File: config.mk
export PLATFORM = sky130hd
export DESIGN_NAME = data_mem_arbiter
export DESIGN_NICKNAME = d
export VERILOG_FILES = /design/src/rtl/data_mem_arb_pkg.sv /design/src/rtl/arb_rr_select.sv /design/src/rtl/data_mem_arbiter.sv
export SDC_FILE = /design/constraint.sdc
export NUM_CORES = 1
export LEC_CHECK = 0
export ABC_AREA = 1
export ABC_CLOCK_PERIOD_IN_PS = 5000
export CAP_MARGIN = 30
export CORE_MARGIN = 2
export CORE_UTILIZATION = 27
export CTS_BUF_LIST = sky130_fd_sc_hd__clkbuf_4 sky130_fd_sc_hd__clkbuf_8 sky130_fd_sc_hd__clkbuf_16
export DETAILED_ROUTE_END_ITERATION = 8
export HOLD_SLACK_MARGIN = 0.05
export SYNTH_ARGS = -nofsm -noshare
export SYNTH_HDL_FRONTEND = slang
export SYNTH_SLANG_ARGS = --single-unit
File: constraint.sdc
create_clock -name clk -period 5 [get_ports clk]
set_input_delay 1 -clock clk [delete_from_list [all_inputs] [get_ports clk]]
set_output_delay 1 -clock clk [all_outputs]
set_load 0.005 [all_outputs]
File: src/rtl/data_mem_arb_pkg.sv
// Shared encodings for the DataMemory arbiter slice.
// Optional feature macro: DATA_MEM_ARB_FIXED_PRIO_EN (fixed priority, requester 0 wins ties).
package data_mem_arb_pkg;

  localparam logic [1:0] ST_IDLE   = 2'd0;
  localparam logic [1:0] ST_ACCESS = 2'd1;
  localparam logic [1:0] ST_DONE   = 2'd2;

  localparam logic REQ_M0 = 1'b0;
  localparam logic REQ_M1 = 1'b1;

  typedef enum logic [1:0] {
    IDLE   = ST_IDLE,
    ACCESS = ST_ACCESS,
    DONE   = ST_DONE
  } arbState_t;

endpackage

File: src/rtl/arb_rr_select.sv
// Two-way request picker: round-robin on ties, or fixed priority to
// requester 0 when DATA_MEM_ARB_FIXED_PRIO_EN is defined.
module arb_rr_select
  import data_mem_arb_pkg::*;
(
  input  logic [1:0] req,
  input  logic       last_grant,
  output logic       grant_valid,
  output logic       grant_id
);

`ifdef DATA_MEM_ARB_FIXED_PRIO_EN
  logic unusedLastGrant;
  assign unusedLastGrant = last_grant;

  // Requester 0 always wins; requester 1 only when alone
  always_comb begin
    grant_valid = |req;
    grant_id    = REQ_M0;
    if (!req[0] && req[1]) grant_id = REQ_M1;
  end
`else
  // On a tie the requester that did not win last time goes next
  always_comb begin
    grant_valid = |req;
    grant_id    = REQ_M0;
    if (req == 2'b11)  grant_id = ~last_grant;
    else if (req[1])   grant_id = REQ_M1;
  end
`endif

endmodule

File: src/rtl/data_mem_arbiter.sv
// Two-requester arbiter/sequencer in front of the single-port DataMemory.
// One access at a time: IDLE (grant) -> ACCESS (strobe) -> DONE (ack).
// Optional feature macro: DATA_MEM_ARB_FIXED_PRIO_EN (see arb_rr_select).
module data_mem_arbiter
  import data_mem_arb_pkg::*;
#(
  parameter int unsigned ADDR_W = 32,
  parameter int unsigned DATA_W = 32
) (
  input  logic              clk,
  input  logic              rst,
  input  logic              m0_req,
  input  logic              m0_we,
  input  logic [ADDR_W-1:0] m0_addr,
  input  logic [DATA_W-1:0] m0_wdata,
  output logic              m0_ack,
  output logic [DATA_W-1:0] m0_rdata,
  input  logic              m1_req,
  input  logic              m1_we,
  input  logic [ADDR_W-1:0] m1_addr,
  input  logic [DATA_W-1:0] m1_wdata,
  output logic              m1_ack,
  output logic [DATA_W-1:0] m1_rdata,
  output logic [ADDR_W-1:0] mem_address,
  output logic [DATA_W-1:0] mem_writeData,
  output logic              mem_MemRead,
  output logic              mem_MemWrite,
  input  logic [DATA_W-1:0] mem_readData
);

  arbState_t state;
  logic      lastGrant;
  logic      curId;
  logic      curWe;
  logic      selValid;
  logic      selId;

  arb_rr_select uSelect (
    .req         ({m1_req, m0_req}),
    .last_grant  (lastGrant),
    .grant_valid (selValid),
    .grant_id    (selId)
  );

  // Sequencer: latch the winner in IDLE, strobe memory for one cycle, then ack
  always_ff @(posedge clk or posedge rst) begin
    if (rst) begin
      state         <= IDLE;
      lastGrant     <= REQ_M1;
      curId         <= REQ_M0;
      curWe         <= 1'b0;
      m0_ack        <= 1'b0;
      m1_ack        <= 1'b0;
      m0_rdata      <= '0;
      m1_rdata      <= '0;
      mem_address   <= '0;
      mem_writeData <= '0;
      mem_MemRead   <= 1'b0;
      mem_MemWrite  <= 1'b0;
    end else begin
      case (state)
        IDLE: begin
          m0_ack <= 1'b0;
          m1_ack <= 1'b0;
          if (selValid) begin
            curId         <= selId;
            curWe         <= (selId == REQ_M1) ? m1_we : m0_we;
            mem_address   <= (selId == REQ_M1) ? m1_addr : m0_addr;
            mem_writeData <= (selId == REQ_M1) ? m1_wdata : m0_wdata;
            mem_MemWrite  <= (selId == REQ_M1) ? m1_we : m0_we;
            mem_MemRead   <= (selId == REQ_M1) ? !m1_we : !m0_we;
            state         <= ACCESS;
          end
        end
        ACCESS: begin
          mem_MemRead  <= 1'b0;
          mem_MemWrite <= 1'b0;
          if (!curWe) begin
            if (curId == REQ_M1) m1_rdata <= mem_readData;
            else                 m0_rdata <= mem_readData;
          end
          m0_ack <= (curId == REQ_M0);
          m1_ack <= (curId == REQ_M1);
          state  <= DONE;
        end
        DONE: begin
          m0_ack    <= 1'b0;
          m1_ack    <= 1'b0;
          lastGrant <= curId;
          state     <= IDLE;
        end
        default: begin
          m0_ack       <= 1'b0;
          m1_ack       <= 1'b0;
          mem_MemRead  <= 1'b0;
          mem_MemWrite <= 1'b0;
          state        <= IDLE;
        end
      endcase
    end
  end

endmodule

### Word-level counts from Yosys, hierarchy flattened

Index checks and enable logic that the tools add are counted.
W data, S select, Z words.

| storage, ports and cells | value |
|---|---|
| input port bits | 166 |
| RAM bits | 0 |
| bits in read-only memories | 0 |
| bits in latches | 0 |
| register bits after elaboration | 137 |
| word-level logic and storage cells | 42 |
| output and inout port bits | 132 |
| memories kept | 0 |

| operators by class | value |
|---|---|
| bitwise operators | 4 |
| multipliers | 0 |
| $add $sub $neg | 0 |
| divide/modulo/power cells | 0 |
| equality and inequality tests | 4 |
| reductions and logical operators | 8 |
| shifts and indexed selects | 0 |
| $lt $le $gt $ge | 0 |
| muxes and demuxes | 14 |

Operators with widths:

| cell | count |
|---|---|
| $mux W32 | 2 |
| $mux W1 | 8 |
| $reduce_and A3 Y1 | 2 |
| $eq A2 B2 Y1 const B | 2 |
| $not A1 Y1 | 4 |
| $pmux W1 S2 | 2 |
| $pmux W2 S2 | 1 |
| $reduce_and A2 Y1 | 2 |
| $eq A2 B1 Y1 const B | 1 |
| $logic_not A1 Y1 | 2 |
| $logic_not A2 Y1 | 1 |
| $mux W2 | 1 |
| $ne A2 B2 Y1 const B | 1 |
| $reduce_or A2 Y1 | 1 |

### Depth between registers and ports, before layout

| depth | value |
|---|---|
| depth after elaboration | 5 |
| mapped depth | 7 |
| depth with buffers taken out | 5 |

### Modules after synthesis

From an unflattened synthesis, not the netlist that was laid out.

| unflattened totals | value |
|---|---|
| cells, all modules | 803 |
| area total of the unflattened synthesis | 6105.9 um2 |

Modules (own cells, without submodules):

| module | cells an instance | area each (um2) | times used | seq. area each (um2) |
|---|---|---|---|---|
| data_mem_arbiter | 800 | 6090.8 | 1 | 3429.5 |
| arb_rr_select | 3 | 15.0 | 1 | 0.0 |

### Least setup slack after synthesis

OpenSTA, ideal clock, no wires.

| timing | value |
|---|---|
| path type | input port to flip-flop |
| from | input m1_req |
| to | register mem_address[16] |
| path buffers | 3 |
| slack | 3.130 ns |
| setup time | 0.117 ns |
| data arrival time | 1.753 ns |
| required time | 4.883 ns |
| stages | 7 |
| path through | buf_4 -> nor2_1 -> nor2_2 -> buf_6 -> buf_4 -> nand3_1 -> nand2_1 |

| between the ends | value |
|---|---|
| longest elaborated chain between the ends | 3 |
| elaborated cells between the ends (all ways) | 6 |

Ends and longest elaborated chain:

| what | RTL line | source |
|---|---|---|
| start, declared | data_mem_arbiter.sv:18 | `input logic m1_req,` |
| $eq A2 B2 Y1 or $mux W1 (tied branches) | arb_rr_select.sv:27, arb_rr_select.sv:28 |  |
| $mux W1 | arb_rr_select.sv:27 | `if (req == 2'b11) grant_id = ~last_grant;` |
| $mux W32 | data_mem_arbiter.sv:68 | `mem_address <= (selId == REQ_M1) ? m1_addr : m0_addr;` |
| end signal, assigned | data_mem_arbiter.sv:68 |  |
| end, declared | data_mem_arbiter.sv:24 | `output logic [ADDR_W-1:0] mem_address,` |

Parallel ways exist; a longest one is shown, timed or not.
A chain may end at the register's enable or synchronous reset.

### Worst setup path in the final report

| timing | value |
|---|---|
| from | input m0_req |
| to | register mem_writeData[0] |

| between the ends | value |
|---|---|
| longest elaborated chain between the ends | 3 |
| elaborated cells between the ends (all ways) | 5 |

Ends and longest elaborated chain:

| what | RTL line | source |
|---|---|---|
| start, declared | data_mem_arbiter.sv:12 | `input logic m0_req,` |
| $eq A2 B2 Y1 | arb_rr_select.sv:27 |  |
| $mux W1 | arb_rr_select.sv:27 |  |
| $mux W32 | data_mem_arbiter.sv:69 | `mem_writeData <= (selId == REQ_M1) ? m1_wdata : m0_wdata;` |
| end signal, assigned | data_mem_arbiter.sv:69 |  |
| end, declared | data_mem_arbiter.sv:25 | `output logic [DATA_W-1:0] mem_writeData,` |

Parallel ways exist; a longest one is shown, timed or not.

==> results.cfg <==
[clock_network]
ctsRootBufferMaster = clkbuf_16
hold_buffers = 0
cts_sinks = 137
cts_buffers = 17
cts_resized = 0
post-cts-setup-buffer-count = 0
cts_tree = done
h-tree-depth = 4
clk_pin_slew_ns = 0.06
clock_latency_ns = 0.42
clockBufferDepth = 2

[drt]
drtAntennaViolNets = 0
dr_total_vias = 6033
drc_errors = 0
drt_iter0_markers = 301
wirelength_um = 20700
drtPass1Iterations = 5
vias_per_cell = 4.18
drt-wirelength-per-cell_um = 14.4

[timing]
worst_pin_slew_ns = 0.832
finalSetupViolations = 0
fmax_ghz = 0.374
whs_ns = 0.476
timing.final.hold_violations = 0
final.setup.tns_ns = 0
slew_headroom = 0.443
post-route-period-util = 0.534
rsz0062_at_grt = false
finalWorstSetupSlack_ns = 2.33
fin_worst_skew_ns = 0.0101
min_period_ns = 2.67
slew_violations = 0

[power]
seqPwrFrac = 0.341
peakVddDrop_mv = 0.211
p_per_area_nw_per_um2 = 564
intPower_mw = 3.83
leakage_nw = 5.22
p_sw_frac = 0.337
clockPowerShare = 0.231
p_comb_frac = 0.428
power_switching_mw = 1.95

[synthesis]
synth-seq-cells = 137
synth_edf_count = 0
synth_cell_types = 17
syn_area_um2 = 6390
synth.area.top_cells = dfrtp_1, nand2_1, nand3_1, inv_1, o21ai_0
synth_ff_type = dfrtp_1
synth.most_common_cell = nand2_1
muxShareOfSynthArea = 0
ys_warn_count = 0
synth_xor_area_frac = 0
netlist.area_leader.share = 0.533
synthesis.instances = 833
synth_compound_area_frac = 0.0531
synth.net_count = 999
synthSimpleGateAreaFrac = 0.271
syn_avg_cell_area_um2 = 7.67
yosysTopAreaCell = dfrtp_1
synth_common_cells = nand2_1, inv_1, dfrtp_1, nand3_1, o21ai_0
synthAdderAreaFrac = 0
yosysSeqAreaShare = 0.537
synth_top_family_by_area = simple AND/OR/NAND/NOR gates
async_reset_ff_frac = 1.00

[setup_path]
critPathLaunchType = input pin
cp.arrival_ns = 3.03
endpoint_kind = register
r2r_cells = 6
crit_path_end = mem_writeData[0]
r2r-end = mem_writeData[0]
worstPathRequired_ns = 5.36
critical_path.startpoint = m0_req
r2r_start = state[0]
crit_type = in2reg
r2r_slack_ns = 3.00
cp_max_fo = 41

[global_routing]
grt.overflow.total = 0
grt_max_degree = 89
grt_pass1_wl_um = 32100
grt_pass1_vias = 5794
gr-usage-all-layers = 0.166
antenna_found_initial = 0

[floorplanning]
die_x_um = 158
pin_count = 298
die_h_um = 158
fp.coreArea_um2 = 23300
dieArea_um2 = 24900
start_util = 0.274
rows = 56

[final_layout]
stdcell_count = 1442
num_antenna_cells = 0
postLayoutCoreUtil = 0.439
syn_to_final_growth_pct = 60.2
nNetsFinal = 1276
final_layout_size_suffix_gt1_frac = 0.0454

[min_path]
min_from = mem_writeData[1]
hold_depth = 2
hold_path.class = reg2reg

[outcome]
outcome = completed

[run]
maxCapViolations = 0

[place]
dpl.hpwl_um = 14400
gp_congestion = 0.782
port_buffers = 297
place_inst = 1410
pre_cts_slack_ns = 1.91
## worst max-delay path, cell delays in order
cell	delay, ns
clkdlybuf4s50_1	0.56
nor2_1	0.11
nor2_4	0.55
buf_4	0.53
nand3_1	0.14
nand2_1	0.09
## area by class of cell
class / instances / area (um^2)
clock buffers: 18 / 433
clock inverters: 14 / 188
fillers: 2326 / 13100
inverters: 167 / 632
multi-input cells: 481 / 2090
flip-flops and latches: 137 / 3430
well taps: 319 / 399
repair buffers: 306 / 3060
## cells in the final DEF (no fill, tap or decap)
| cell type | count |
|---|---|
| nand3_1 | 132 |
| clkdlybuf4s50_1 | 296 |
| dfstp_2 | 1 |
| o21ai_4 | 1 |
| nand2_2 | 4 |
| nand2_1 | 270 |
| inv_6 | 5 |
| buf_4 | 7 |
| clkbuf_16 | 17 |
| nor2_1 | 6 |
| buf_12 | 2 |
| clkbuf_4 | 1 |
| o21ai_1 | 5 |
| inv_8 | 2 |
| clkinv_4 | 2 |
| bufinv_16 | 3 |
| buf_2 | 1 |
| o21ai_0 | 61 |
| dfrtp_1 | 136 |
| clkinvlp_4 | 3 |
| nor2_4 | 2 |
| inv_1 | 166 |
## logic make-up after synthesis
group / Yosys count
AND/OR/NAND/NOR: 414
AO/OA/AOI/OAI: 67
flip-flops: 137
buffers and inverters: 215
## power groups by stage
stage	combinational (mW)	sequential, mW	clock [mW]
3_3_place_gp	2.47	1.97	0
4_1_cts	2.53	1.97	1.37
2_1_floorplan	0.952	2.01	0
3_5_place_dp	2.52	1.98	0
6_report	2.47	1.97	1.33
5_1_grt	2.74	2.05	1.42
## worst min-delay path by stage
| stage | to | slack (ns) |
|---|---|---|
| 4_1_cts | m0_ack | 0.48 |
| 6_report | mem_writeData[1] | 0.48 |
| 3_3_place_gp | mem_address[22] | 0.46 |
| 2_1_floorplan | m0_ack | 0.44 |
| 5_1_grt | mem_address[5] | 0.50 |
| 3_5_place_dp | mem_writeData[31] | 0.47 |
## metrics by stage
| stage | total power [mW] | instance area (um^2) |
|---|---|---|
| 6_report | 5.77 | 10200 |
| 5_1_grt | 6.21 | 10200 |
| 4_1_cts | 5.87 | 10200 |
| 3_5_place_dp | 4.50 | 9610 |
| 3_3_place_gp | 4.45 | 9570 |
| 2_1_floorplan | 2.96 | 6390 |
## routing by layer
metal  vias up  routed length [um]  GRT usage
met5         -                   0          0
met4         0                 406     0.0554
met3        22                1060     0.0350
met2       171               10500      0.284
met1      2776                8680      0.209
li1       3064                   -          -
## sequential cells by signal, indices dropped and copies added, names as in the netlist
register / count
m1_ack: 1
m0_rdata: 32
mem_address: 32
mem_MemWrite: 1
m1_rdata: 32
m0_ack: 1
curId: 1
mem_MemRead: 1
curWe: 1
state: 2
mem_writeData: 32
lastGrant: 1
No activity file was read; power rests on OpenSTA's default activity.
